$ cat src/rtl/pmem_arbiter_if.sv
// Requester, response and physical-memory signals of the IFU/LSU memory arbiter.
// The arbiter attaches through the slave modport; the master modport is the surrounding core and memory.
interface pmem_arbiter_if;
  logic        ifu_req_valid;
  logic        ifu_req_ready;
  logic [63:0] ifu_req_addr;
  logic        ifu_resp_valid;
  logic        ifu_resp_ready;
  logic [63:0] ifu_resp_data;

  logic        lsu_req_valid;
  logic        lsu_req_ready;
  logic [63:0] lsu_req_addr;
  logic        lsu_req_wen;
  logic [63:0] lsu_req_wdata;
  logic [7:0]  lsu_req_wmask;
  logic        lsu_resp_valid;
  logic        lsu_resp_ready;
  logic [63:0] lsu_resp_data;

  logic        mem_rvalid;
  logic [63:0] mem_raddr;
  logic [63:0] mem_rdata;
  logic        mem_wvalid;
  logic [63:0] mem_waddr;
  logic [63:0] mem_wdata;
  logic [7:0]  mem_wmask;

  logic        busy;

  modport slave (
    input  ifu_req_valid, ifu_req_addr, ifu_resp_ready,
    input  lsu_req_valid, lsu_req_addr, lsu_req_wen, lsu_req_wdata, lsu_req_wmask, lsu_resp_ready,
    input  mem_rdata,
    output ifu_req_ready, ifu_resp_valid, ifu_resp_data,
    output lsu_req_ready, lsu_resp_valid, lsu_resp_data,
    output mem_rvalid, mem_raddr, mem_wvalid, mem_waddr, mem_wdata, mem_wmask,
    output busy
  );

  modport master (
    output ifu_req_valid, ifu_req_addr, ifu_resp_ready,
    output lsu_req_valid, lsu_req_addr, lsu_req_wen, lsu_req_wdata, lsu_req_wmask, lsu_resp_ready,
    output mem_rdata,
    input  ifu_req_ready, ifu_resp_valid, ifu_resp_data,
    input  lsu_req_ready, lsu_resp_valid, lsu_resp_data,
    input  mem_rvalid, mem_raddr, mem_wvalid, mem_waddr, mem_wdata, mem_wmask,
    input  busy
  );
endinterface

$ cat src/rtl/pmem_arbiter.sv
// Arbitrates IFU fetches and LSU loads/stores onto one physical-memory port, one transaction at a time.
//   state  | meaning
//   IDLE   | arbitrating; the granted requester sees ready
//   ACCESS | driving the memory port for LAT cycles
//   RESP   | holding the owner's response until it is consumed
module pmem_arbiter #(
  parameter int unsigned LAT = 1,
  parameter bit          RR  = 1'b0
) (
  input logic           clock,
  input logic           reset,
  pmem_arbiter_if.slave bus
);

  typedef enum logic [1:0] {IDLE, ACCESS, RESP} state_t;

  state_t      state, state_nxt;
  logic        own_lsu;
  logic        wen_q;
  logic        rr_lsu;
  logic [63:0] addr_q;
  logic [63:0] wdata_q;
  logic [7:0]  wmask_q;
  logic [63:0] resp_q;
  logic [3:0]  cnt;
  logic        grant_ifu, grant_lsu;
  logic        last_beat;

  assign last_beat = (cnt == 4'(LAT - 1));

  always_comb begin
    grant_ifu = 1'b0;
    grant_lsu = 1'b0;
    if (RR && bus.ifu_req_valid && bus.lsu_req_valid) begin
      grant_lsu = rr_lsu;
      grant_ifu = ~rr_lsu;
    end else if (bus.lsu_req_valid) begin
      grant_lsu = 1'b1;
    end else if (bus.ifu_req_valid) begin
      grant_ifu = 1'b1;
    end
  end

  always_ff @(posedge clock or posedge reset) begin
    if (reset) state <= IDLE;
    else       state <= state_nxt;
  end

  always_comb begin
    state_nxt          = state;
    bus.ifu_req_ready  = 1'b0;
    bus.lsu_req_ready  = 1'b0;
    bus.ifu_resp_valid = 1'b0;
    bus.ifu_resp_data  = '0;
    bus.lsu_resp_valid = 1'b0;
    bus.lsu_resp_data  = '0;
    bus.mem_rvalid     = 1'b0;
    bus.mem_raddr      = '0;
    bus.mem_wvalid     = 1'b0;
    bus.mem_waddr      = '0;
    bus.mem_wdata      = '0;
    bus.mem_wmask      = '0;
    bus.busy           = (state != IDLE);
    unique case (state)
      IDLE: begin
        // Readies are held low while reset is asserted so every output reads 0.
        bus.ifu_req_ready = grant_ifu & ~reset;
        bus.lsu_req_ready = grant_lsu & ~reset;
        if (grant_ifu | grant_lsu) state_nxt = ACCESS;
      end
      ACCESS: begin
        if (wen_q) begin
          bus.mem_wvalid = (cnt == 4'd0);
          bus.mem_waddr  = addr_q;
          bus.mem_wdata  = wdata_q;
          bus.mem_wmask  = wmask_q;
        end else begin
          bus.mem_rvalid = 1'b1;
          bus.mem_raddr  = addr_q;
        end
        if (last_beat) state_nxt = RESP;
      end
      RESP: begin
        if (own_lsu) begin
          bus.lsu_resp_valid = 1'b1;
          bus.lsu_resp_data  = resp_q;
          if (bus.lsu_resp_ready) state_nxt = IDLE;
        end else begin
          bus.ifu_resp_valid = 1'b1;
          bus.ifu_resp_data  = resp_q;
          if (bus.ifu_resp_ready) state_nxt = IDLE;
        end
      end
      default: state_nxt = IDLE;
    endcase
  end

  always_ff @(posedge clock or posedge reset) begin
    if (reset) begin
      own_lsu <= 1'b0;
      wen_q   <= 1'b0;
      rr_lsu  <= 1'b1;
      addr_q  <= '0;
      wdata_q <= '0;
      wmask_q <= '0;
      resp_q  <= '0;
      cnt     <= '0;
    end else begin
      case (state)
        IDLE: begin
          if (grant_ifu | grant_lsu) begin
            own_lsu <= grant_lsu;
            wen_q   <= grant_lsu & bus.lsu_req_wen;
            addr_q  <= grant_lsu ? bus.lsu_req_addr : bus.ifu_req_addr;
            wdata_q <= grant_lsu ? bus.lsu_req_wdata : 64'd0;
            wmask_q <= grant_lsu ? bus.lsu_req_wmask : 8'd0;
            rr_lsu  <= ~grant_lsu;
            cnt     <= '0;
          end
        end
        ACCESS: begin
          cnt <= cnt + 4'd1;
          if (last_beat) resp_q <= wen_q ? 64'd0 : bus.mem_rdata;
        end
        default: ;
      endcase
    end
  end

endmodule

$ cat src/flat_wrapper.sv
// flat-port wrapper written by rule: the top's interface ports become plain ports
module pmem_arbiter_flat 
#(
  parameter int unsigned LAT = 1,
  parameter bit          RR  = 1'b0
)
  (clock, reset, bus_ifu_req_valid, bus_ifu_req_addr, bus_ifu_resp_ready, bus_lsu_req_valid, bus_lsu_req_addr, bus_lsu_req_wen, bus_lsu_req_wdata, bus_lsu_req_wmask, bus_lsu_resp_ready, bus_mem_rdata, bus_ifu_req_ready, bus_ifu_resp_valid, bus_ifu_resp_data, bus_lsu_req_ready, bus_lsu_resp_valid, bus_lsu_resp_data, bus_mem_rvalid, bus_mem_raddr, bus_mem_wvalid, bus_mem_waddr, bus_mem_wdata, bus_mem_wmask, bus_busy);
  pmem_arbiter_if bus_i ();
  input logic clock;
  input logic reset;
  input wire logic [$bits(bus_i.ifu_req_valid)-1:0] bus_ifu_req_valid;
  input wire logic [$bits(bus_i.ifu_req_addr)-1:0] bus_ifu_req_addr;
  input wire logic [$bits(bus_i.ifu_resp_ready)-1:0] bus_ifu_resp_ready;
  input wire logic [$bits(bus_i.lsu_req_valid)-1:0] bus_lsu_req_valid;
  input wire logic [$bits(bus_i.lsu_req_addr)-1:0] bus_lsu_req_addr;
  input wire logic [$bits(bus_i.lsu_req_wen)-1:0] bus_lsu_req_wen;
  input wire logic [$bits(bus_i.lsu_req_wdata)-1:0] bus_lsu_req_wdata;
  input wire logic [$bits(bus_i.lsu_req_wmask)-1:0] bus_lsu_req_wmask;
  input wire logic [$bits(bus_i.lsu_resp_ready)-1:0] bus_lsu_resp_ready;
  input wire logic [$bits(bus_i.mem_rdata)-1:0] bus_mem_rdata;
  output wire logic [$bits(bus_i.ifu_req_ready)-1:0] bus_ifu_req_ready;
  output wire logic [$bits(bus_i.ifu_resp_valid)-1:0] bus_ifu_resp_valid;
  output wire logic [$bits(bus_i.ifu_resp_data)-1:0] bus_ifu_resp_data;
  output wire logic [$bits(bus_i.lsu_req_ready)-1:0] bus_lsu_req_ready;
  output wire logic [$bits(bus_i.lsu_resp_valid)-1:0] bus_lsu_resp_valid;
  output wire logic [$bits(bus_i.lsu_resp_data)-1:0] bus_lsu_resp_data;
  output wire logic [$bits(bus_i.mem_rvalid)-1:0] bus_mem_rvalid;
  output wire logic [$bits(bus_i.mem_raddr)-1:0] bus_mem_raddr;
  output wire logic [$bits(bus_i.mem_wvalid)-1:0] bus_mem_wvalid;
  output wire logic [$bits(bus_i.mem_waddr)-1:0] bus_mem_waddr;
  output wire logic [$bits(bus_i.mem_wdata)-1:0] bus_mem_wdata;
  output wire logic [$bits(bus_i.mem_wmask)-1:0] bus_mem_wmask;
  output wire logic [$bits(bus_i.busy)-1:0] bus_busy;
  assign bus_i.ifu_req_valid = bus_ifu_req_valid;
  assign bus_i.ifu_req_addr = bus_ifu_req_addr;
  assign bus_i.ifu_resp_ready = bus_ifu_resp_ready;
  assign bus_i.lsu_req_valid = bus_lsu_req_valid;
  assign bus_i.lsu_req_addr = bus_lsu_req_addr;
  assign bus_i.lsu_req_wen = bus_lsu_req_wen;
  assign bus_i.lsu_req_wdata = bus_lsu_req_wdata;
  assign bus_i.lsu_req_wmask = bus_lsu_req_wmask;
  assign bus_i.lsu_resp_ready = bus_lsu_resp_ready;
  assign bus_i.mem_rdata = bus_mem_rdata;
  assign bus_ifu_req_ready = bus_i.ifu_req_ready;
  assign bus_ifu_resp_valid = bus_i.ifu_resp_valid;
  assign bus_ifu_resp_data = bus_i.ifu_resp_data;
  assign bus_lsu_req_ready = bus_i.lsu_req_ready;
  assign bus_lsu_resp_valid = bus_i.lsu_resp_valid;
  assign bus_lsu_resp_data = bus_i.lsu_resp_data;
  assign bus_mem_rvalid = bus_i.mem_rvalid;
  assign bus_mem_raddr = bus_i.mem_raddr;
  assign bus_mem_wvalid = bus_i.mem_wvalid;
  assign bus_mem_waddr = bus_i.mem_waddr;
  assign bus_mem_wdata = bus_i.mem_wdata;
  assign bus_mem_wmask = bus_i.mem_wmask;
  assign bus_busy = bus_i.busy;
  pmem_arbiter #(.LAT(LAT), .RR(RR)) u_core (.clock(clock), .reset(reset), .bus(bus_i));
endmodule
$ cat config.mk
export PLATFORM = sky130hd
export DESIGN_NAME = pmem_arbiter_flat
export DESIGN_NICKNAME = d
export VERILOG_FILES = /design/src/rtl/pmem_arbiter_if.sv /design/src/rtl/pmem_arbiter.sv /design/src/flat_wrapper.sv
export SDC_FILE = /design/constraint.sdc
export NUM_CORES = 1
export LEC_CHECK = 0
export ABC_AREA = 1
export CAP_MARGIN = 20
export CORE_AREA = 8 8 230 232
export CTS_CLUSTER_DIAMETER = 60
export DETAILED_ROUTE_END_ITERATION = 10
export DIE_AREA = 0 0 238 240
export DONT_BUFFER_PORTS = 1
export MAX_ROUTING_LAYER = met4
export PLACE_DENSITY_LB_ADDON = 0.3
export SYNTH_ARGS = -nofsm -noshare
export SYNTH_HDL_FRONTEND = slang
export SYNTH_SLANG_ARGS = --single-unit
$ cat constraint.sdc
create_clock -name clock -period 8.11 [get_ports clock]
set_input_delay 0.811 -clock clock [delete_from_list [all_inputs] [get_ports clock]]
set_output_delay 0.811 -clock clock [all_outputs]
set_load 0.02 [all_outputs]
Word level (Yosys, flattened, before mapping)
Cells that the tools add are included.
W data, S select, Z words.
{"block": "totals", "ff_bits": 208, "inputBits": 271, "output_inout_bits": 335}
{"block": "op_classes", "eq_ne": 6, "bitwise": 5, "muxes": 37, "n_reduce_logical": 8, "add_sub_neg": 1}
{"op": "$mux W64", "count": 13}
{"op": "$mux W8", "count": 3}
{"op": "$mux W1", "count": 13}
{"op": "$mux W2", "count": 5}
{"op": "$pmux W4 S2", "count": 1}
{"op": "$pmux W2 S3", "count": 1}
{"op": "$reduce_and A2 Y1", "count": 3}
{"op": "$add A4 B1 Y4 const B", "count": 1}
{"op": "$logic_not A4 Y1", "count": 1}
{"op": "$mux W4", "count": 1}
{"op": "$ne A2 B1 Y1 const B", "count": 2}
{"op": "$reduce_and A4 Y1", "count": 1}
{"op": "$reduce_bool A2 Y1", "count": 2}
{"op": "$and A1 B1 Y1", "count": 3}
{"op": "$ne A3 B2 Y1 const B", "count": 1}
{"op": "$ne A3 B3 Y1 const B", "count": 1}
{"op": "$eq A2 B1 Y1 const B", "count": 1}
{"op": "$eq A2 B2 Y1 const B", "count": 1}
{"op": "$logic_not A2 Y1", "count": 1}
{"op": "$not A1 Y1", "count": 1}
{"op": "$or A1 B1 Y1", "count": 1}

Logic depth before layout (Yosys ltp)
Gate-level depths: netlist of run 1.
{"block": "depth", "ltp_word": 5, "ltp_mapped": 8, "mapped_depth_nobuf": 6}

Worst setup path before layout of run 1
No wires, ideal clock.
{"block": "synth_path", "path_type": "input to output", "start": "input port bus_lsu_req_valid", "end": "output port bus_ifu_req_ready", "path_slack_ns": 5.499, "arrival_time_ns": 1.800, "required_time_ns": 7.299, "n_path_buf": 3, "stages": 4, "path_cell_list": "buf_4 -> buf_2 -> buf_2 -> nor3_1"}
{"block": "synth_between", "elab_chain_len": 3}
{"element": "from (decl)", "line": "flat_wrapper.sv:14", "text": "input wire logic [$bits(bus_i.lsu_req_valid)-1:0] bus_lsu_req_valid;"}
{"element": "$mux W1", "line": "pmem_arbiter.sv:37", "text": "end else if (bus.lsu_req_valid) begin"}
{"element": "$and A1 B1 Y1", "line": "pmem_arbiter.sv:67", "text": "bus.ifu_req_ready = grant_ifu & ~reset;"}
{"element": "$mux W1", "line": "pmem_arbiter.sv:64", "text": "unique case (state)"}
{"element": "to (decl)", "line": "flat_wrapper.sv:21", "text": "output wire logic [$bits(bus_i.ifu_req_ready)-1:0] bus_ifu_req_ready;"}
No other way between the ends.

Worst setup path after layout of run 1
{"block": "layout_path", "start": "register u_core.wen_q", "end": "output port bus_mem_wvalid"}
{"block": "layout_between", "elab_chain_len": 2}
{"element": "from (decl)", "line": "pmem_arbiter.sv:19", "text": "logic wen_q;"}
{"element": "from (signal assigned)", "line": "pmem_arbiter.sv:113", "text": "wen_q <= grant_lsu & bus.lsu_req_wen;"}
{"element": "$mux W1", "line": "pmem_arbiter.sv:72", "text": "if (wen_q) begin"}
{"element": "$mux W1", "line": "pmem_arbiter.sv:64"}
{"element": "to (decl)", "line": "flat_wrapper.sv:29", "text": "output wire logic [$bits(bus_i.mem_wvalid)-1:0] bus_mem_wvalid;"}
No other way between the ends.

==> results, run 1 <==
- The tree is rooted in a sky130_fd_sc_hd__clkbuf_16.
- For this run, the register share of the synthesized area comes to 44.5%.
- The endpoint of the lowest-slack register-to-register path is u_core.addr_q[53]$_DFFE_PP0P_.
- The setup check on the worst reg-to-reg path leaves a slack of 5.14 ns.
- The share of the clock period used by the worst path is 54.6%.
- The number of detailed-route iterations in the first pass is 5.
- The number of buffers created by CTS is 30.
- STA puts the critical path data required time at 7.30 ns.
- The total nets after synthesis is 2110.
- For this run, design rule violations remaining after detail routing come to 0.
- The number of unique standard cell types used by synthesis is 17.
- The share of Yosys cell area claimed by the top area cell type is 44.5%.
- The floorplan has 82 rows.
- The post-synthesis average cell area is 6.37 um2.
- The commonest cells after synthesis are 620 x sky130_fd_sc_hd__nand2_1, 398 x sky130_fd_sc_hd__nor2_1, 265 x sky130_fd_sc_hd__inv_1.
- The number of H-tree levels is 1.
- The biggest area contributor in the post-synthesis netlist is sky130_fd_sc_hd__dfrtp_1.
- The largest net degree at the start of global routing is 205.
- For this run, asynchronously set or reset flops after synthesis account for 100%.
- The latest clock arrival within the worst-skew pair is 0.57 ns.
- After routing the design area is 13200 um2.
- Counting flops with a built-in enable in the synthesized netlist gives 0.
- The flow ran to the end, and the final reports show no timing, DRC or antenna violations.
- The clock slew at the register clock pins of the worst setup and hold paths is 0.05 ns.
- The count of non-filler cells in the finished layout is 2458.
- The worst-case clock skew is 0.0249 ns.
- The final-report hold violation count came to 0.
- The design draws 5.44 mW.
- The overall global routing resource usage is 16.2%.
- The class of the tightest hold or removal check is in2async.
- The largest voltage drop on the vdd net is 170 uV.
- The number of fill cells is 5623.
- The setup path with the least slack is of type reg2out.
- By area the synthesized netlist is led by sky130_fd_sc_hd__dfrtp_1 44%, sky130_fd_sc_hd__nand2_1 20%, sky130_fd_sc_hd__nor2_1 13%, sky130_fd_sc_hd__inv_1 8.5%, sky130_fd_sc_hd__nand3_1 6.3%.
- For this design, the sink count on the clock tree is 208.
- The via count of the first global-routing pass is 11.1k.
- The register area is 5210 um2.
- The die is 238 um wide.
- The total standard cell area after synthesis is 11700 um2.
- After detailed routing, the number of vias per cell comes to 4.48.
- At the end of routability-driven placement, the weighted congestion stood at 0.915.
- The count of state elements after synthesis is 208.
- For this run, the leading register cell type out of synthesis is sky130_fd_sc_hd__dfrtp_1.
- The clock tree buffer depth is 3.
- The worst path in the final design needs a cycle of 4.43 ns, including I/O delays and setup.
- The final layout contains 2033 nets.
- In this run the tightest slew margin relative to its limit is 27.8%.
- The maximum fanout count along the critical path is 78.
- Based on the critical path, the design can be clocked at up to 226 MHz.
- In the final layout, the share of cells above drive strength 1 is 4.15%.
- Once routing completed, OpenROAD measured the worst setup slack at 3.68 ns.
- Once detail routing completed, the nets flagged for antenna violations numbered 0.
- The number of gates given a new drive strength after cts is 0.
- The count of boundary I/O pins is 606.
- The count of pins over their slew limit is 0.
- The initial antenna violation count is 7.
- The Yosys step of the flow raised 0 warnings.
- For the final routed database, the setup TNS stands at 0 ns.
- For this configuration, the core starts out at a cell density of 23.7%.
- The via count is 11.0k.
- In this run, post-CTS hold repair placed 0 buffers.
- For this run, the share of the core covered by cells in the final layout is 26.7%.
- The count of input and output buffers is 0.
- Detailed placement finished with a half-perimeter wire length of 35600 um.
- In the synthesized netlist, the number of instances is 1837.
- The arrival time of data at the critical path endpoint is 3.62 ns.
- Dividing the detail-routed wire length by the instance count gives 19.5 um.
- Relative to the synthesized area, the layout overhead comes to 12.7%.
- Setup repair after global routing left no endpoint under its margin.
- The total power density per cell area is 413 nW/um2.
- Summing all multi-input logic gate instances after layout gives 5000 um2.
- The placeable core region is 49500 um2.
- For the pin with the worst max-slew slack, the measured transition is 1.08 ns.
- The die covers 57100 um2.
- The total wirelength of the detailed-routed design is 47900 um.
- The startpoint of the most critical register-to-register path is u_core.state[1]$_DFFE_PP0P_.
- The number of setup violations in the final report is 0.
- The die outline height is 240 um.
- TritonCTS built the clock tree.
- sky130_fd_sc_hd__nand2_1 is the most common cell in the netlist.
- At the placement stage, the worst setup path has a slack of 4.15 ns.
- The worst setup path is launched from a flop.
- Including well taps, the total number of placed cells is 2398.
- The minimum hold slack is 0.230 ns.
- The leakage dissipation is 7.11 nW.
- The number of design-rule violations left by the first detailed-router iteration is 646.
- Once placement finished, the instance area stood at 12100 um2.
- The length in cells of the worst reg-to-reg path is 7.
- In this run the post-CTS setup repair buffer count came out at 0.
- The first global-routing pass estimated 69900 um of wire.
- After global routing the overflow that remains totals 0.
- The sort of element at the end of the critical path is an output pin.
- The tool flagged a number of max-cap violations equal to 0.
## layer usage
layer | wire (um) | GRT usage (%) | share of wire [%]
met1 | 19300 | 18.7 | 40
met4 | 1610 | 5.77 | 3.4
met5 | 0 | - | 0
met3 | 3630 | 3.74 | 7.6
met2 | 23400 | 27.3 | 49
## state kept, by name, summed over array words and instances, names as in the netlist
register and cells:
u_core.own_lsu 1, u_core.cnt 4, u_core.state 2, u_core.addr_q 64, u_core.resp_q 64, u_core.wdata_q 64, u_core.wmask_q 8, u_core.wen_q 1
## worst max path at each step
stage | slack (ns) | to | cells past startpoint | from
3_3_place_gp | 4.22 | bus_mem_wvalid | 3 | u_core.wen_q$_DFFE_PP0P_
6_report | 3.68 | bus_mem_wvalid | 3 | u_core.wen_q$_DFFE_PP0P_
2_1_floorplan | 1.62 | u_core.addr_q[0]$_DFFE_PP0P_ | 1 | reset
3_5_place_dp | 4.15 | bus_mem_wvalid | 3 | u_core.wen_q$_DFFE_PP0P_
4_1_cts | 3.52 | bus_mem_wvalid | 3 | u_core.wen_q$_DFFE_PP0P_
5_1_grt | 3.39 | bus_mem_wvalid | 3 | u_core.wen_q$_DFFE_PP0P_
## cell usage in the layout (no fill, tap or decap)
cell and n:
sky130_fd_sc_hd__buf_16 1, sky130_fd_sc_hd__buf_4 11, sky130_fd_sc_hd__ha_1 2, sky130_fd_sc_hd__buf_12 1, sky130_fd_sc_hd__inv_2 3, sky130_fd_sc_hd__clkbuf_8 6, sky130_fd_sc_hd__clkinv_2 2, sky130_fd_sc_hd__nor2_4 3
sky130_fd_sc_hd__o21ai_4 1, sky130_fd_sc_hd__nand3_1 145, sky130_fd_sc_hd__inv_1 264, sky130_fd_sc_hd__nand4_1 1, sky130_fd_sc_hd__clkinv_8 1, sky130_fd_sc_hd__or2_2 1, sky130_fd_sc_hd__diode_2 5, sky130_fd_sc_hd__clkinv_4 3
sky130_fd_sc_hd__o21ai_0 65, sky130_fd_sc_hd__nor3_1 2, sky130_fd_sc_hd__dfrtp_1 207, sky130_fd_sc_hd__dfrtp_4 1, sky130_fd_sc_hd__nand2_4 2, sky130_fd_sc_hd__inv_8 2, sky130_fd_sc_hd__clkbuf_16 30, sky130_fd_sc_hd__nand2_1 618
sky130_fd_sc_hd__bufinv_16 1, sky130_fd_sc_hd__inv_6 3, sky130_fd_sc_hd__clkbuf_1 6, sky130_fd_sc_hd__nand3_2 2, sky130_fd_sc_hd__nor2_1 397
## cell families (layout without fill, tap and decap cells)
kind of cell / Yosys count / in the layout / share of synthesized area, %
flip-flops: 208 / 208 / 44.5
AND/OR/NAND/NOR: 1171 / 1171 / 39.3
adder cells (fa/ha/maj): 2 / 2 / 0.214
buffers and inverters: 390 / 334 / 13.1
other: 0 / 5 / 0
AO/OA/AOI/OAI: 66 / 66 / 2.92
## cell type report
type | instances | area share (%)
Clock buffer | 42 | 6.49
Sequential cell | 208 | 39.5
Tap cell | 672 | 6.38
Inverter | 268 | 7.69
Multi-Input combinational cell | 1239 | 37.9
Clock inverter | 11 | 0.911
Timing Repair Buffer | 13 | 0.987
Antenna cell | 5 | 0.0949
## power by group
group	internal, mW	total, mW	switching [mW]
Combinational	0.491	2.36	1.87
Clock	0.770	1.27	0.497
Sequential	1.50	1.81	0.313
Total	2.76	5.44	2.68
## worst max-delay path, cell delays in order, from the launching register on
cell and delay (ns):
sky130_fd_sc_hd__dfrtp_4 0.84, sky130_fd_sc_hd__buf_4 0.77, sky130_fd_sc_hd__nand2_4 0.61, sky130_fd_sc_hd__nor3_1 0.74
Note: power is estimated with default switching activity, not from simulation.
==> run 2: changes to the inputs <==
clock period = 4.34 ns   (was 8.11 ns; I/O delays follow)
==> results, run 2 (synthesis gave the netlist of run 1 again) <==
- CTS built an H-tree with a depth of 1.
- Once layout is complete, the cells apart from fillers number 2526.
- The count of pins over their slew limit is 0.
- IR analysis of the VDD net gives a maximum drop of 380 uV.
- The share of the clock period used by the worst path is 75.8%.
- The flow ran to the end, and the final reports show no timing, DRC or antenna violations.
- The class of the tightest hold or removal check is in2reg.
- The setup path with the least slack is of type reg2out.
- The post-placement cell area is 12200 um2.
- The number of design rule violations left after detail routing is 0.
- The number of clock buffers added by TritonCTS is 27.
- The transition at the pin with the smallest max-transition slack is 0.975 ns.
- The endpoint of the lowest-slack register-to-register path is u_core.addr_q[25]$_DFFE_PP0P_.
- The library cell used most frequently in the layout, excluding fill and tap cells, is sky130_fd_sc_hd__nand2_1.
- After routing the design area is 13800 um2.
- The setup slack on the worst flop-to-flop path is 1.99 ns.
- The worst endpoint required time is 3.91 ns.
- For this run, the total global-route usage over all layers was measured as 16.2%.
- Of the cells placed in the final design, the portion with a size suffix greater than 1 is 3.89%.
- Counting along the longest clock path gives a buffer depth of 3.
- The post-detailed-route via-to-cell ratio is 4.48.
- The maximum fanout count along the critical path is 40.
- Setup repair after global routing left no endpoint under its margin.
- At the end of routability-driven placement, the weighted congestion stood at 0.931.
- The sort of element at the end of the critical path is an output pin.
- The largest net degree at the start of global routing is 205.
- The total wirelength of the detailed-routed design is 48000 um.
- The final critical-path required period is 3.29 ns.
- The number of detailed-route iterations in the first pass is 5.
- The hold-critical path endpoint is u_core.wdata_q[60]$_DFFE_PP0P_.
- For this design the ratio of total power to cell area is 726 nW/um2.
- STA classifies the critical path startpoint as a flop.
- Total power for the finished layout comes to 10.0 mW.
- The count of nets after finishing is 2103.
- Once detail routing completed, the nets flagged for antenna violations numbered 0.
- Dividing the detail-routed wire length by the instance count gives 19.0 um.
- Static timing analysis puts the maximum clock frequency at 304 MHz.
- The top cell types in the final layout, fill and taps aside, are 618 x sky130_fd_sc_hd__nand2_1, 397 x sky130_fd_sc_hd__nor2_1, 264 x sky130_fd_sc_hd__inv_1, 207 x sky130_fd_sc_hd__dfrtp_1, 145 x sky130_fd_sc_hd__nand3_1.
- For the final database, setup skew stands at 0.0143 ns.
- The final standard cell utilization of the core is 27.9%.
- In this run the clock root is driven by a sky130_fd_sc_hd__clkbuf_16.
- The number of clock sinks is 208.
- The via count is 11.3k.
- The latest clock arrival within the worst-skew pair is 0.56 ns.
- The first routing iteration left 660 violations.
- The total grt overflow is 0.
- In this run the horizontal extent of the chip is 238 um.
- For the worst setup path, the data arrival time is 2.86 ns.
- For the final routed database, the setup TNS stands at 0 ns.
- For this design the static power due to leakage is 7.36 nW.
- TritonCTS built the clock tree.
- The post-CTS setup buffer count is 0.
- Before CTS, the worst setup slack after placement is 1.41 ns.
- The largest registers in the layout are u_core.addr_q x64, u_core.resp_q x64, u_core.wdata_q x64.
- The worst hold path passes through 2 cells.
- The clock slew at the register clock pins of the worst setup and hold paths is 0.06 ns.
- The initial antenna violation count is 4.
- The worst-case setup margin in the final layout is 1.05 ns.
- Setup violations remaining at the end of the flow were counted as 0.
- The floorplan step set the die height to 240 um.
- On the final layout, the worst hold slack is 0.0367 ns.
- The worst hold path startpoint is bus_lsu_req_wdata[60].
- Measured in cells, the most critical reg-to-reg path has a length of 6.
- The final-report hold violation count came to 0.
- The HPWL after detailed placement is 35100 um.
- The effective utilization at floorplan is 23.7%.
- The region available for standard cell placement spans 49500 um2.
- The floorplan die area is 57100 um2.
- The via count of the first global-routing pass came to 11.3k.
- The count of boundary I/O pins is 606.
- The worst slew margin relative to its limit is 34.9%.
- The count of standard-cell rows is 82.
- The startpoint identified for the worst register-to-register timing path is u_core.state[1]$_DFFE_PP0P_.
- The number of violations of the max-capacitance limit is 0.
- The first-pass GRT wire length is 70700 um.
- After detailed placement, the design holds a cell count of 2403.
- Compared with the post-synthesis result, the final layout area differs by 18.0%.
- The count of input and output buffers is 0.
==> run 2: worst max-delay path by stage <==
stage	start	to	slack [ns]	cells after the start
4_1_cts	u_core.state[1]$_DFFE_PP0P_	bus_mem_raddr[23]	0.78	5
5_1_grt	u_core.state[1]$_DFFE_PP0P_	bus_mem_raddr[59]	0.74	6
3_3_place_gp	u_core.state[1]$_DFFE_PP0P_	bus_mem_raddr[9]	1.44	5
2_1_floorplan	reset	u_core.addr_q[0]$_DFFE_PP0P_	1.21	1
6_report	u_core.state[1]$_DFFE_PP0P_	bus_mem_raddr[59]	1.05	6
3_5_place_dp	u_core.state[1]$_DFFE_PP0P_	bus_mem_raddr[23]	1.41	5
==> run 2: critical path, stage by stage (launching register included) <==
cell	delay (ns)
sky130_fd_sc_hd__dfrtp_1	0.47
sky130_fd_sc_hd__inv_1	0.13
sky130_fd_sc_hd__nand2_4	0.07
sky130_fd_sc_hd__nor2_1	0.54
sky130_fd_sc_hd__inv_2	0.40
sky130_fd_sc_hd__buf_12	0.30
sky130_fd_sc_hd__nor2_1	0.36
==> run 2: routing by layer <==
metal / share of wire [%] / vias to the layer above / routed length [um] / track usage [%]
met5: 0 / - / 0 / -
met4: 3.3 / 0 / 1570 / 5.60
met3: 6.9 / 65 / 3300 / 3.42
met2: 49 / 536 / 23500 / 27.3
met1: 41 / 5336 / 19600 / 19.0
li1: - / 5386 / - / -
==> run 2: area by class of cell <==
type / count / area, um2
fillers: 5571 / 35700
multi-input cells: 1239 / 5000
clock inverters: 7 / 66.3
clock buffers: 42 / 792
repair buffers: 86 / 873
well taps: 672 / 841
inverters: 268 / 1010
flip-flops and latches: 208 / 5210
diodes: 4 / 10.0
==> run 2: report_power, final <==
group	total (mW)	leakage, nW	internal [mW]	switching (mW)
clock	2.18	0.419	1.26	0.914
sequential	3.32	2.63	2.81	0.519
combinational	4.52	4.31	0.984	3.54
==> run 2: what timing repair did <==
item	CTS	global route
resized for setup	0	0
hold buffers	67	1
hold endpoints to repair	67	1
